===== config.mk =====
export PLATFORM = sky130hd
export DESIGN_NAME = argmax_unit_flat
export DESIGN_NICKNAME = d
export VERILOG_FILES = /design/src/rtl/argmax_unit_if.sv /design/src/rtl/argmax_unit.sv /design/src/flat_wrapper.sv
export SDC_FILE = /design/constraint.sdc
export NUM_CORES = 1
export LEC_CHECK = 0
export CAP_MARGIN = 10
export CORE_UTILIZATION = 42
export CTS_CLUSTER_DIAMETER = 80
export DETAILED_ROUTE_END_ITERATION = 12
export GPL_ROUTABILITY_DRIVEN = 0
export GPL_TIMING_DRIVEN = 0
export PLACE_DENSITY = 0.67
export SETUP_SLACK_MARGIN = 0.5
export SLEW_MARGIN = 20
export SYNTH_ARGS = -nofsm -noshare
export SYNTH_HDL_FRONTEND = slang
export SYNTH_SLANG_ARGS = --single-unit

===== constraint.sdc =====
create_clock -name clk -period 2.4 [get_ports clk]
set_input_delay 0.48 -clock clk [delete_from_list [all_inputs] [get_ports clk]]
set_output_delay 0.48 -clock clk [all_outputs]
set_load 0.005 [all_outputs]

===== src/rtl/argmax_unit_if.sv =====
// Valid/ready stream carrying one signed class score per beat into the argmax stage.
interface argmax_unit_if #(
    parameter int SCORE_W = 16
);
    logic                      score_valid;
    logic signed [SCORE_W-1:0] score_data;
    logic                      score_last;
    logic                      score_ready;

    modport master (output score_valid, output score_data, output score_last, input score_ready);
    modport slave  (input score_valid, input score_data, input score_last, output score_ready);
endinterface


===== src/rtl/argmax_unit.sv =====
// Final MNIST stage: tracks the running maximum of the class scores and reports the
// winning digit index, its score and a beat-count/score_last error with a sticky done.
module argmax_unit #(
    parameter int SCORE_W     = 16,
    parameter int NUM_CLASSES = 10,
    parameter int IDX_W       = 4
) (
    input  logic               clk,
    input  logic               rst_n,
    input  logic               i_start,
    argmax_unit_if.slave       s_score,
    output logic               o_busy,
    output logic               o_done,
    output logic [IDX_W-1:0]   o_predicted_digit,
    output logic [SCORE_W-1:0] o_max_score,
    output logic               o_err
);
    localparam logic [IDX_W-1:0] LAST_IDX = IDX_W'(NUM_CLASSES - 1);

    typedef enum logic [1:0] {
        S_IDLE    = 2'd0,
        S_COLLECT = 2'd1,
        S_DONE    = 2'd2
    } state_t;

    state_t                    r_state;
    logic [IDX_W-1:0]          r_count;
    logic signed [SCORE_W-1:0] r_run_max;
    logic [IDX_W-1:0]          r_run_idx;
    logic                      r_ready;
    logic                      r_busy;
    logic                      r_done;
    logic [IDX_W-1:0]          r_pred;
    logic [SCORE_W-1:0]        r_max_out;
    logic                      r_err;

    logic                      w_fire;
    logic                      w_take;
    logic                      w_at_last;
    logic                      w_final;
    logic                      w_err_beat;
    logic signed [SCORE_W-1:0] w_new_max;
    logic [IDX_W-1:0]          w_new_idx;

    // Beat 0 always loads; later beats must be strictly greater so ties keep the lower index.
    always_comb begin
        w_fire     = s_score.score_valid & r_ready & ~i_start;
        w_take     = (r_count == '0) || (s_score.score_data > r_run_max);
        w_at_last  = (r_count == LAST_IDX);
        w_final    = s_score.score_last | w_at_last;
        w_err_beat = s_score.score_last ^ w_at_last;
        w_new_max  = w_take ? s_score.score_data : r_run_max;
        w_new_idx  = w_take ? r_count : r_run_idx;
    end

    // NOTE: all state uses non-blocking assignments so every register samples pre-edge values.
    always_ff @(posedge clk or negedge rst_n) begin
        if (!rst_n) begin
            r_state   <= S_IDLE;
            r_count   <= '0;
            r_run_max <= '0;
            r_run_idx <= '0;
            r_ready   <= 1'b0;
            r_busy    <= 1'b0;
            r_done    <= 1'b0;
            r_pred    <= '0;
            r_max_out <= '0;
            r_err     <= 1'b0;
        end else if (i_start) begin
            // Start wins in every state: abort any partial vector and re-arm.
            r_state   <= S_COLLECT;
            r_count   <= '0;
            r_run_max <= '0;
            r_run_idx <= '0;
            r_ready   <= 1'b1;
            r_busy    <= 1'b1;
            r_done    <= 1'b0;
            r_pred    <= '0;
            r_max_out <= '0;
            r_err     <= 1'b0;
        end else begin
            case (r_state)
                S_COLLECT: begin
                    if (w_fire) begin
                        r_run_max <= w_new_max;
                        r_run_idx <= w_new_idx;
                        if (w_final) begin
                            r_state   <= S_DONE;
                            r_ready   <= 1'b0;
                            r_busy    <= 1'b0;
                            r_done    <= 1'b1;
                            r_pred    <= w_new_idx;
                            r_max_out <= w_new_max;
                            r_err     <= w_err_beat;
                        end else begin
                            r_count <= r_count + 1'b1;
                        end
                    end
                end
                S_DONE: begin
                    r_ready <= 1'b0;
                    r_busy  <= 1'b0;
                end
                default: begin
                    r_state <= S_IDLE;
                    r_ready <= 1'b0;
                    r_busy  <= 1'b0;
                end
            endcase
        end
    end

    assign s_score.score_ready = r_ready;
    assign o_busy              = r_busy;
    assign o_done              = r_done;
    assign o_predicted_digit   = r_pred;
    assign o_max_score         = r_max_out;
    assign o_err               = r_err;
endmodule


===== src/flat_wrapper.sv =====
// flat-port wrapper written by rule: the top's interface ports become plain ports
module argmax_unit_flat 
#(
    parameter int SCORE_W     = 16,
    parameter int NUM_CLASSES = 10,
    parameter int IDX_W       = 4
)
  (clk, rst_n, i_start, o_busy, o_done, o_predicted_digit, o_max_score, o_err, s_score_score_valid, s_score_score_data, s_score_score_last, s_score_score_ready);
  argmax_unit_if #(.SCORE_W(SCORE_W)) s_score_i ();
  input  logic clk;
  input  logic rst_n;
  input  logic i_start;
  output logic o_busy;
  output logic o_done;
  output logic [IDX_W-1:0] o_predicted_digit;
  output logic [SCORE_W-1:0] o_max_score;
  output logic o_err;
  input wire logic [$bits(s_score_i.score_valid)-1:0] s_score_score_valid;
  input wire logic [$bits(s_score_i.score_data)-1:0] s_score_score_data;
  input wire logic [$bits(s_score_i.score_last)-1:0] s_score_score_last;
  output wire logic [$bits(s_score_i.score_ready)-1:0] s_score_score_ready;
  assign s_score_i.score_valid = s_score_score_valid;
  assign s_score_i.score_data = s_score_score_data;
  assign s_score_i.score_last = s_score_score_last;
  assign s_score_score_ready = s_score_i.score_ready;
  argmax_unit #(.SCORE_W(SCORE_W), .NUM_CLASSES(NUM_CLASSES), .IDX_W(IDX_W)) u_core (.clk(clk), .rst_n(rst_n), .i_start(i_start), .s_score(s_score_i), .o_busy(o_busy), .o_done(o_done), .o_predicted_digit(o_predicted_digit), .o_max_score(o_max_score), .o_err(o_err));
endmodule

==> results of run 1 <==
-- through the flow --
stage               setup WS (ps)  instance area [um^2]    util
global route               -122.2                  4707  0.6778
detailed placement         -621.5                  3759  0.5413
CTS                         27.15                  4420  0.6366
floorplan                   178.0                  3211       -
global placement           -726.5                  3761  0.5416
finish                     -30.52                  4707  0.6778
-- area by class of cell --
| cell class | instances | area share |
|---|---|---|
| inverters | 22 | 0.01754 |
| well taps | 96 | 0.02552 |
| flip-flops and latches | 49 | 0.2608 |
| clock buffers | 7 | 0.02047 |
| clock inverters | 1 | 0.001063 |
| plain buffers | 31 | 0.06034 |
| multi-input cells | 224 | 0.4540 |
| repair buffers | 80 | 0.1603 |
-- worst max path at each step --
stage	to	slack, ps	cells past startpoint
5_1_grt	u_core.o_predicted_digit[0]	-120	12
3_3_place_gp	u_core.o_max_score[11]	-730	1
3_5_place_dp	u_core.o_max_score[10]	-620	9
4_1_cts	u_core.r_run_max[12]	30	11
6_report	u_core.r_run_max[8]	-30	11
2_1_floorplan	u_core.o_max_score[13]	180	9
-- layer usage --
metal	routed length, um	share of wire	vias to the layer above	global-route usage
li1	-	-	1392	-
met1	4291	0.44	1511	0.3654
met2	4647	0.48	121	0.4144
met3	517	0.053	20	0.02733
met4	255	0.026	0	0.09091
met5	0	0	-	0
-- flip-flops by register name (all words and copies together) (netlist names) --
register / flops
u_core.o_err: 1
u_core.r_run_max: 16
u_core.r_state: 2
u_core.o_done: 1
u_core.s_score.score_ready: 1
u_core.r_run_idx: 4
u_core.r_count: 4
u_core.o_predicted_digit: 4
u_core.o_max_score: 16
-- critical path, stage by stage --
cell	delay, ps
clkdlybuf4s15_2	250
ha_4	310
nand4_4	110
buf_4	170
o21ba_4	240
nor2b_1	170
and4_4	240
buf_8	160
buf_12	160
o31ai_2	210
a21oi_2	80
-- cell usage in the layout, fill, tap and decap left out, types with 8 or more instances in the layout --
cell,netlist,final
a211oi_2,0,12
a21oi_1,18,14
a21oi_2,10,14
a31oi_2,0,8
buf_4,6,31
buf_6,2,12
clkbuf_8,0,8
clkdlybuf4s50_1,0,27
dfrtp_1,49,48
ha_1,20,9
ha_4,0,11
inv_1,22,15
nand4_1,18,18
nor2_1,27,24
o21ai_2,1,15
o31ai_2,10,8
-- power by group --
part	internal (mW)	switching, mW
clock network	0.261	0.285
registers	0.888	0.0489
logic	0.365	0.411
-- logic make-up after synthesis --
kind of cell	count (synthesis)
compound gates	119
simple gates	83
buf+inv	53
flops	49
fa+ha+maj	20
xor+xnor	2
-- repair_timing --
item                       in CTS  in global routing
gates resized for setup       100                 63
pin swaps                      36                 27
buffers inserted               26                  7
hold buffers                    0                  0
setup endpoints to repair      43                 44
cloned                          2                  2
==> results.md, run 1 <==
* Fin crit period at 2431 ps
* Post-synthesis register bit count at 49
* Ys flop type: dfrtp_1
* Post-DP HPWL at 5949 um
* TritonRoute pass-1 iters at 5
* Synthesized area at 0.003087 mm^2
* Top-area cell type share of the netlist area at 0.3972
* Area of the multi-input gates at 0.002137 mm^2
* Status: finished, violations left
* Endpoint class of the critical path: register
* Largest net degree at the start of global routing at 50
* Largest family of logic cells by synthesized area: compound AO/OA/AOI/OAI gates
* Initial DRC count at 239
* Commonest cells in the netlist: dfrtp_1, nor2_1, inv_1, ha_1, o21ai_1
* Root buffer cell: clkbuf_8
* Most numerous cell in the Yosys netlist: dfrtp_1
* Slew headroom at 0.4600
* Post-route setup TNS at -231.7 ps
* Hold Path Class: input pin to asynchronous set/reset pin
* Ys Warns at 0
* WL/cell at 19.04 um
* Fmax at 411.4 MHz
* MaxCap Viol Count at 0
* Clock Latency Late Sink at 300 ps
* Routed Antenna Nets at 0
* Largest area contributor in the netlist: dfrtp_1
* Number of synthesized flops with an enable pin at 0
* Sequential share of the synthesized area at 0.3972
* Setup violators final at 13
* # rows at 30
* Clk slew on worst S/H paths at 90 ps
* Routed Wire Length at 9712 um
* Placed cell count at 465
* All-Layer GR Usage at 0.2593
* IO Pins at 45
* Crit start category: input pin
* Total number of vias at 3,044
* Mux cell area share after synthesis at 0
* WP data arrival at 2580 ps
* Port bufs at 43
* Initial antenna violation count at 0
* Synth Net Count at 367
* WS Path Type: input pin to register
* Async set-reset flop share out of synthesis at 1.000
* Worst reg2reg path depth at 11
* Number of CTS-inserted buffers at 5
* Synth Area in Adders at 0.08107
* Leakage at 1.758 nW
* Worst Setup SP: s_score_score_data[13]
* GR Overflow Total at 0
* Simple-gate share of the synthesized area at 0.1475
* Reg2reg end: u_core.r_run_max[9]
* Fraction of layout cells with a size suffix above 1 at 0.4469
* Diode count at 0
* Final Max Slew Viols at 0
* Nets at 454
* Final worst setup slack at -30.52 ps
* Total power at 2.258 mW
* Xor/xnor cell area share of the yosys netlist at 0.005675
* Die ar. at 0.007697 mm^2
* Initial Utilization at 0.4445
* Die Y at 87.73 um
* H-tree levels at 2
* Crit path max fanout at 10
* Max IR drop VDD at 205.8 uV
* Core Box Area at 0.006944 mm^2
* Synth Instances at 326
* Final period util at 1.013
* Mean area per synthesized cell at 9.468 um^2
* Drt via density at 5.969
* Synth Area in Compound Gates at 0.2890
* Clock sinks at 49
* Vias in the first global route at 2,881
* FILL cells at 498
* RSZ-0062 raised after global routing: yes
* Ranking of synthesized cells by area: dfrtp_1, ha_1, a211oi_1, o31ai_2, nand4_1
* Sequential Area at 0.001227 mm^2
* Failing checks: negative setup slack
* Setup Skew at 8.653 ps
* Clock tree buffer depth at 2
* Worst Path Required at 2550 ps
* P&R area growth vs syn at 52.49%
* Hold WS at 184.5 ps
* Slew @ Worst Pin at 809.9 ps
* Unique masters post-synth at 45
* PwrDens at 479.7 mW/mm^2
* R2r startpoint: u_core.r_run_max[4]
* First-pass GRT wire length at 15,210 um
* FF-to-FF setup slack at -30 ps
* Layout Cells excl Fill at 510
* Final hold violation count at 0
* CTS tree: done
* DRC errors left at 0
* Die extent in x at 87.73 um
(Power assumes the default switching activity.)
==> run 2, diff against run 1 <==
Settings changed: CORE_UTILIZATION 42 to 38, PLACE_DENSITY 0.67 to unset.
==> results.md, run 2 (synthesized netlist as in run 1, its figures left out) <==
* Hold WS at 187.0 ps
* Hold buffer count at cts at 0
* Fraction of layout cells with a size suffix above 1 at 0.3617
* Final hold violation count at 0
* Clock Latency Late Sink at 320 ps
* Clk slew on worst S/H paths at 100 ps
* WP data arrival at 2650 ps
* Endpoint class of the critical path: register
* Internal power at 1.457 mW
* # rows at 32
* IO Pins at 45
* Most common cell after layout, fill and taps aside: dfrtp_1
* CTS tree: done
* Core Box Area at 0.007807 mm^2
* Fin crit period at 2475 ps
* Clock sinks at 49
* Final Max Slew Viols at 0
* Slew @ Worst Pin at 777.1 ps
* Crit path max fanout at 6
* DRC errors left at 0
* Initial DRC count at 169
* Met3 global-route usage at 0.03234
* Final worst setup slack at -74.54 ps
* Drt via density at 5.788
* Fmax at 404.1 MHz
* Slew headroom at 0.4819
* Met2 capacity usage during global routing at 0.3812
* Die ar. at 0.008487 mm^2
* Clock Power Share at 0.229
* Most frequent cells in the layout: dfrtp_1, buf_4, clkdlybuf4s50_1, nor2_1, inv_1
* Root buffer cell: clkbuf_8
* Worst Path Required at 2580 ps
* Max IR drop VDD at 190.9 uV
* Leakage at 1.752 nW
* First-pass GRT wire length at 15,540 um
* Die Y at 92.13 um
* Largest net degree at the start of global routing at 50
* Grt met1 use at 0.3335
* Gate power share at 0.349
* WS Path Type: input pin to register
* Sw Ratio at 0.3427
* Initial Utilization at 0.3954
* WL/cell at 20.00 um
* H-tree levels at 2
* Total power at 2.216 mW
* Final period util at 1.031
* Placed cell count at 471
* Total number of vias at 2,975
* P&R area growth vs syn at 50.87%
* Diode count at 0
* Post-route setup TNS at -913.0 ps
* Number of CTS-inserted buffers at 5
* Port bufs at 43
* Top Usage Layer GRT: met2
* RSZ-0062 raised after global routing: yes
* Setup Skew at 12.84 ps
* Setup violators final at 25
* Nets at 452
* Initial antenna violation count at 0
* Die extent in x at 92.13 um
* Post-DP HPWL at 6189 um
* All-Layer GR Usage at 0.2378
* MaxCap Viol Count at 0
* TritonRoute pass-1 iters at 5
* Switching power at 0.7595 mW
* Failing checks: negative setup slack
* Vias in the first global route at 2,843
* Routed Wire Length at 10,280 um
* Hold Path Class: input pin to asynchronous set/reset pin
* GR Overflow Total at 0
* Layout Cells excl Fill at 514
* Routed Antenna Nets at 0
* PwrDens at 475.9 mW/mm^2
* Status: finished, violations left
* Share of power burned in registers at 0.422
* Clock tree buffer depth at 2
* Crit start category: input pin
==> run 2: cell types whose count changed in the layout (fill, tap and decap cells not counted), sizes merged <==
cell          previous run  this run
buf                     55        53
dlygate4sd2              6         4
dlymetal6s2s             0         2
clkbuf                  25        26
clkinv                   1         0
==> run 2: routing by layer <==
metal / up-vias / wire, um
met5: - / 0
met4: 0 / 254
met3: 23 / 477
met2: 92 / 5051
met1: 1482 / 4495
li1: 1378 / -
==> run 2: final timing paths <==
path | start | end | slack [ps] | depth (start not counted)
hold / removal | rst_n | u_core.r_run_max[15] | 190 | 1
max in group asynchronous | rst_n | u_core.r_count[0] | 1740 | 1
setup / recovery | s_score_score_data[4] | u_core.o_max_score[15] | -70 | 11
setup reg to reg | u_core.r_run_max[9] | u_core.o_max_score[15] | -70 | 11
min in group clk | s_score_score_data[5] | u_core.r_run_max[5] | 470 | 3
hold reg to reg | u_core.o_done | u_core.o_done | 520 | 2
==> run 2: worst max-delay path, cell delays in order <==
cell and delay (ps):
dlygate4sd2_1 290, ha_4 290, nand3_4 80, nor4_4 260, buf_4 180, o21ai_4 90
a311o_1 400, buf_6 170, buf_4 160, a31oi_4 140, a211oi_2 100
==> run 2: power by group through the flow <==
| stage | clock (mW) | sequential [mW] | combinational, mW |
|---|---|---|---|
| floorplan | 0 | 0.945 | 0.351 |
| global placement | 0 | 0.951 | 0.574 |
| detailed placement | 0 | 0.951 | 0.583 |
| CTS | 0.505 | 0.934 | 0.664 |
| global route | 0.545 | 0.942 | 0.834 |
| finish | 0.508 | 0.935 | 0.774 |
==> run 2: repair_timing <==
item,4_1_cts,5_1_grt
endpoints found under the hold margin,0,0
cloned,4,2
setup endpoints to repair,43,44
pin swaps,28,34
resized for setup,76,59
buffers inserted,15,14
==> run 2: stage by stage <==
step	area, um^2	utilization	setup WS (ps)
after CTS	4252	0.5446	-20.06
after global routing	4657	0.5965	-154.0
after detailed placement	3766	0.4824	-628.9
final	4657	0.5965	-74.54
after global placement	3769	0.4827	-748.8
after floorplan	3211	-	178.0
==> run 2: area by class of cell <==
class                   instances  area (um^2)
flip-flops and latches         49         1229
well taps                     102        127.6
inverters                      22        82.58
repair buffers                 78        747.0
multi-input cells             224         2111
clock buffers                   8        80.08
plain buffers                  31        280.3
fillers                       674         3151
==> run 3, diff against run 2 <==
Settings changed: CORE_ASPECT_RATIO set to 1.5.
==> results.md, run 3 (synthesized netlist as in run 1, its figures left out) <==
* Final hold violation count at 0
* Die ar. at 0.008495 mm^2
* Worst Path Required at 2540 ps
* Vias in the first global route at 3,088
* IO Pins at 45
* Slew @ Worst Pin at 826.7 ps
* First-pass GRT wire length at 16,010 um
* Hold buffer count at cts at 0
* Final worst setup slack at -136.6 ps
* Die Y at 112.4 um
* All-Layer GR Usage at 0.2525
* Fmax at 394.2 MHz
* Port bufs at 43
* Final Max Slew Viols at 0
* Core Box Area at 0.007759 mm^2
* Crit path buffers/inverters at 6
* Routed Antenna Nets at 0
* Worst path top cell family by delay: compound AO/OA/AOI/OAI gates
* Routed met2 length at 5927 um
* Clock tree buffer depth at 2
* Hold Path Class: input pin to asynchronous set/reset pin
* Nets at 462
* Diode count at 0
* Largest net degree at the start of global routing at 50
* PwrDens at 504.1 mW/mm^2
* Fin crit period at 2537 ps
* Area of the multi-input gates at 0.002272 mm^2
* Setup violators final at 36
* Failing checks: negative setup slack
* Clk slew on worst S/H paths at 70 ps
* Drt via density at 5.979
* Number of CTS-inserted buffers at 5
* DRC errors left at 0
* Initial DRC count at 200
* Initial Utilization at 0.3978
* CTS tree: done
* Die extent in x at 75.59 um
* Top sig layer: met4
* Initial antenna violation count at 0
* Crit start category: register
* Layout Cells excl Fill at 524
* TritonRoute pass-1 iters at 5
* Max IR drop VDD at 342.0 uV
* Endpoint class of the critical path: register
* Final period util at 1.057
* GR Overflow Total at 0
* Worst path cell trace: inv_2 -> ha_4 -> nand3_4 -> buf_6 -> a21oi_4 -> o31ai_4 -> a311oi_2 -> buf_4 -> buf_6 -> buf_12 -> buf_12 -> o31ai_4 -> a21oi_2
* Total number of vias at 3,133
* Crit path max fanout at 6
* WL/cell at 21.20 um
* Placed cell count at 471
* Met3 WL at 434 um
* Sequential Area at 0.001229 mm^2
* Clock Latency Late Sink at 290 ps
* P&R area growth vs syn at 63.36%
* Core Util, Final at 0.6499
* MaxCap Viol Count at 0
* Status: finished, violations left
* H-tree levels at 2
* CP max-delay cell: dfrtp_1
* Most frequent cells in the layout: dfrtp_1, buf_4, clkdlybuf4s50_1, nor2_1, nand4_1
* Max incr delay on CP at 400 ps
* Routed Wire Length at 11,110 um
* Root buffer cell: clkbuf_16
* Setup Skew at 3.226 ps
* Post-DP HPWL at 6195 um
* Clock sinks at 49
* WL met1 at 4345 um
* FILL cells at 550
* Leakage at 1.843 nW
* Slew headroom at 0.4489
* # rows at 39
* Fraction of layout cells with a size suffix above 1 at 0.4550
* WS Path Type: register to register
* Most common cell after layout, fill and taps aside: dfrtp_1
* RSZ-0062 raised after global routing: yes
* WP data arrival at 2680 ps
==> run 3: cell types whose count changed in the layout (fill, tap and decap cells not counted), moves of 5 or more <==
cell | previous run | this run
clkbuf_2 | 8 | 2
o21ai_1 | 17 | 9
buf_2 | 1 | 6
a211oi_1 | 11 | 6
o21ai_2 | 2 | 8
a21oi_1 | 16 | 10
a211oi_2 | 6 | 11
==> run 3: layout make-up <==
cell class	count	area share
sequential	49	0.2437
multi-input combinational	225	0.4506
clock buffer	7	0.03027
clock inverter	1	0.0009926
tap	102	0.02531
buffer	31	0.05732
timing repair buffer	87	0.1754
inverter	22	0.01638
==> run 3: path summary, 6_finish.rpt <==
kind                       cells past startpoint                   to                 from  slack, ps
setup reg to reg                              13  u_core.r_run_max[9]  u_core.r_run_max[7]       -140
hold reg to reg                                2        u_core.o_done        u_core.o_done        510
setup / recovery                              13  u_core.r_run_max[9]  u_core.r_run_max[7]       -140
min in group clk                               2        u_core.o_done        u_core.o_done        510
hold / removal                                 1  u_core.r_run_max[2]                rst_n        220
max in group asynchronous                      1    u_core.r_count[0]                rst_n       1700
==> run 3: per-layer routing <==
metal / global-route usage / vias up
met5: 0 / -
li1: - / 1407
met3: 0.03052 / 26
met1: 0.3109 / 1577
met2: 0.4315 / 123
met4: 0.1074 / 0
==> run 3: power by group <==
group	switching, mW	internal (mW)	total [mW]
combinational	0.450	0.392	0.842
sequential	0.0486	0.889	0.937
clock	0.320	0.442	0.762
total	0.819	1.72	2.54
==> run 3: worst reg2reg max path: stages (launching register included) <==
cell,delay (ps)
dfrtp_1,400
inv_2,80
ha_4,210
nand3_4,110
buf_6,110
a21oi_4,30
o31ai_4,400
a311oi_2,190
buf_4,180
buf_6,130
buf_12,140
buf_12,140
o31ai_4,200
a21oi_2,80
==> run 3: what timing repair did <==
action                                  4_1_cts  5_1_grt
gates cloned                                  5        3
buffers inserted                             34        3
pin swaps                                    46       22
resized for setup                           128       48
endpoints found under the setup margin       43       45
==> run 3: through the flow <==
step | hold slack (ps) | setup TNS (ps) | total power [mW] | worst slack, ps | cell area [um^2]
3_3_place_gp | 489.6 | -57680 | 1.524 | -730.2 | 3769
4_1_cts | 252.4 | 0 | 2.462 | 14.84 | 4741
6_report | 221.6 | -2854 | 2.542 | -136.6 | 5042
2_1_floorplan | 184.4 | 0 | 1.295 | 178.0 | 3211
5_1_grt | 276.5 | -5144 | 2.653 | -214.1 | 5042
3_5_place_dp | 499.7 | -22530 | 1.532 | -657.3 | 3766
==> RTL change: new RTL, config.mk and constraints of run 3 <==
The 3 states of `state_t` get a one-hot encoding in 3 bits.
--- a/src/rtl/argmax_unit.sv
+++ b/src/rtl/argmax_unit.sv
@@ -18,8 +18,8 @@
     localparam logic [IDX_W-1:0] LAST_IDX = IDX_W'(NUM_CLASSES - 1);
 
-    typedef enum logic [1:0] {
-        S_IDLE    = 2'd0,
-        S_COLLECT = 2'd1,
-        S_DONE    = 2'd2
+    typedef enum logic [2:0] {
+        S_IDLE    = 3'b001,
+        S_COLLECT = 3'b010,
+        S_DONE    = 3'b100
     } state_t;
 
Function: same outputs for any inputs over 4 cycles, from zero or initial values and one cycle with rst_n low; so few cycles prove little.
==> RTL change against run 3 <==
The run still ends with setup timing left. Setup slack improved by 0.11 ns. Total power decreased by 5.8%. Non-clock buffer count decreased by 19. Sequential share of layout area increased by 3.8 points. Hold slack got worse by 0.0036 ns. First-iteration DRC count decreased by 44%. Routed wire length decreased by 21%. Sequential cell count increased by 1. Area after synthesis increased by 0.28%. Clock power decreased by 8.5%. Design area decreased by 12%.
==> RTL change: results (changes against run 3) <==
logic_synthesis:
  async_flop_share: 1.00  # unchanged
  synthesis.yosys.warnings: 0  # unchanged
  synthFlopType: "sky130_fd_sc_hd__dfrtp_1"
  synth.lib_cells_used.distinct: 50  # +11%
  synth.top_cells.by_area: "sky130_fd_sc_hd__dfrtp_1 40%, sky130_fd_sc_hd__ha_1 8.1%, sky130_fd_sc_hd__a211oi_2 5.3%"
  yosys-top-cells-count: "49 x sky130_fd_sc_hd__dfrtp_1, 39 x sky130_fd_sc_hd__nand2_1, 35 x sky130_fd_sc_hd__nor2_1"
  synth_nets: 365  # -0.54%
  synthCells: 324  # -0.61%
  register_area_share_after_synthesis: 0.405  # +0.00736
global_route:
  grt_use_total: 0.218  # -0.0345
  pin_count_of_the_biggest_net_entering_global_routing: 51  # +2.0%
  vias_in_the_first_global_route: 2706  # -12%
  grt_pass1_wl_um: 13800  # -14%
  grt_antenna_before_repair: 0  # unchanged
placement:
  placed_area_um2: 3800  # +0.93%
  detailedPlacementHpwl_um: 5770  # -6.9%
  placed_cells: 472  # +0.21%
  buffer_ports.inserted: 43  # unchanged
  post-place-ws_ns: -0.709  # -0.0513 ns
route:
  routed_wire_length_per_instance_um: 17.2  # -19%
  dr_total_vias: 2770  # -12%
  drt_wirelength_um: 8800  # -21%
  detail_route.first_pass.iterations: 4  # -1
  initialDrtViolationCount: 113  # -44%
sta:
  total_negative_setup_slacks_ns: -0.168  # +2.69 ns
  whs_ns: 0.218  # -0.00359 ns
  max_slew.worst_pin.slew_ns: 0.770  # -0.0564 ns
  skew_ns: 0.00790  # +0.00468 ns
  worst_slack_ns: -0.0220  # +0.115 ns
  hold_violation_count_in_the_final_report: 0  # unchanged
  setup-violations-final: 12  # -67%
cts:
  cts_made_buffers: 5  # unchanged
  maximum_buffer_depth_of_the_clock_tree: 2  # unchanged
  clk_pin_slew_ns: 0.07  # about the same
  clock_tree.root_cell: "sky130_fd_sc_hd__clkbuf_16"
  worstSkewPairLatency_ns: 0.30
  htree_levels: 2  # unchanged
final_layout:
  drive_above_1_share: 0.300  # -0.155
  n_diodes: 0  # unchanged
  final_nets: 447  # -3.2%
  utilization: 0.559  # -0.0905
  n_fill_cell: 708  # +29%
power_and_ir_drop:
  vdd_drop_max_v: 0.000281  # -18%
  power_report.internal_total_uw: 1650  # -4.2%
  power.leakage_uw: 0.00186  # +0.74%
  pwr-share-comb: 0.307  # -0.024
  powerSeq_uw: 963  # +2.8%
  power_frac_clock: 0.291  # -0.009
hold_path:
  min-delay-path-class: "in2async"
worst_setup_path:
  r2r_cells: 11  # -2
  rr_endpoint: "u_core.o_max_score[14]$_DFFE_PN0P_"
  ff_to_ff_start: "u_core.r_run_max[6]$_DFFE_PN0P_"
  critPathMaxFanout: 5  # -1
  worst-endpoint-arrival_ns: 2.62  # -0.06 ns
outcome:
  violations: "setup timing"
  status: "complete, but fails checks"
die:
  floorplan.die_area_um2: 8520  # +0.27%
==> RTL change: cell types whose count changed in the layout (fill, tap and decap cells not counted), moves of 9 or more <==
cell	delta
sky130_fd_sc_hd__nor2_1	+9
sky130_fd_sc_hd__o21ai_0	+19
sky130_fd_sc_hd__nand2_1	+32
sky130_fd_sc_hd__nand4_1	-15
sky130_fd_sc_hd__nor4_1	+13
sky130_fd_sc_hd__o31ai_4	-11
sky130_fd_sc_hd__a21oi_2	-15
sky130_fd_sc_hd__mux2i_1	+14
==> RTL change: worst max-delay path by stage <==
stage                                           startpoint                                       to  slack (ns)
after floorplan                     s_score_score_data[10]  u_core.o_predicted_digit[2]$_DFFE_PN0P_        0.06
after global placement                               rst_n        u_core.o_max_score[0]$_DFFE_PN0P_       -0.75
after detailed placement             s_score_score_data[9]       u_core.o_max_score[10]$_DFFE_PN0P_       -0.71
after CTS                 u_core.r_run_max[11]$_DFFE_PN0P_          u_core.r_run_max[0]$_DFFE_PN0P_       -0.06
after global routing       u_core.r_run_max[6]$_DFFE_PN0P_         u_core.r_run_max[11]$_DFFE_PN0P_       -0.15
final                               s_score_score_data[14]       u_core.o_max_score[14]$_DFFE_PN0P_       -0.02
==> RTL change: cell type report <==
class	count	area share
plain buffers	24	0.0385
clock buffers	8	0.0306
inverters	22	0.0185
multi-input cells	228	0.440
flip-flops and latches	50	0.281
well taps	105	0.0295
repair buffers	75	0.162
==> RTL change: what timing repair did <==
item | in CTS | in global routing
pin swaps | 25 | 21
endpoints found under the setup margin | 44 | 44
cloned | 2 | 2
resized for setup | 59 | 40
setup buffers | 17 | 11
==> RTL change: cell families after synthesis <==
logic type | after synthesis | synth area share
multiplexers | 14 | 0.0453
buffers and inverters | 46 | 0.0691
adder cells (fa/ha/maj) | 20 | 0.0808
XOR/XNOR | 3 | 0.00849
flip-flops | 50 | 0.405
AND/OR/NAND/NOR | 113 | 0.181
AO/OA/AOI/OAI | 78 | 0.211
==> RTL change: worst max-delay path, cell delays in order <==
cell,delay (ns)
sky130_fd_sc_hd__clkdlybuf4s15_2,0.24
sky130_fd_sc_hd__ha_4,0.30
sky130_fd_sc_hd__nand4_4,0.16
sky130_fd_sc_hd__or2_4,0.31
sky130_fd_sc_hd__a211oi_4,0.21
sky130_fd_sc_hd__nor3_4,0.09
sky130_fd_sc_hd__or2_1,0.22
sky130_fd_sc_hd__buf_6,0.13
sky130_fd_sc_hd__buf_6,0.12
sky130_fd_sc_hd__buf_12,0.13
sky130_fd_sc_hd__a311oi_4,0.21
==> RTL change: layer usage <==
metal,global-route usage,vias up,part of all wire
li1,-,1325,-
met1,0.271,1370,0.43
met2,0.380,60,0.52
met3,0.0305,15,0.026
met4,0.0654,0,0.023
met5,0,-,0
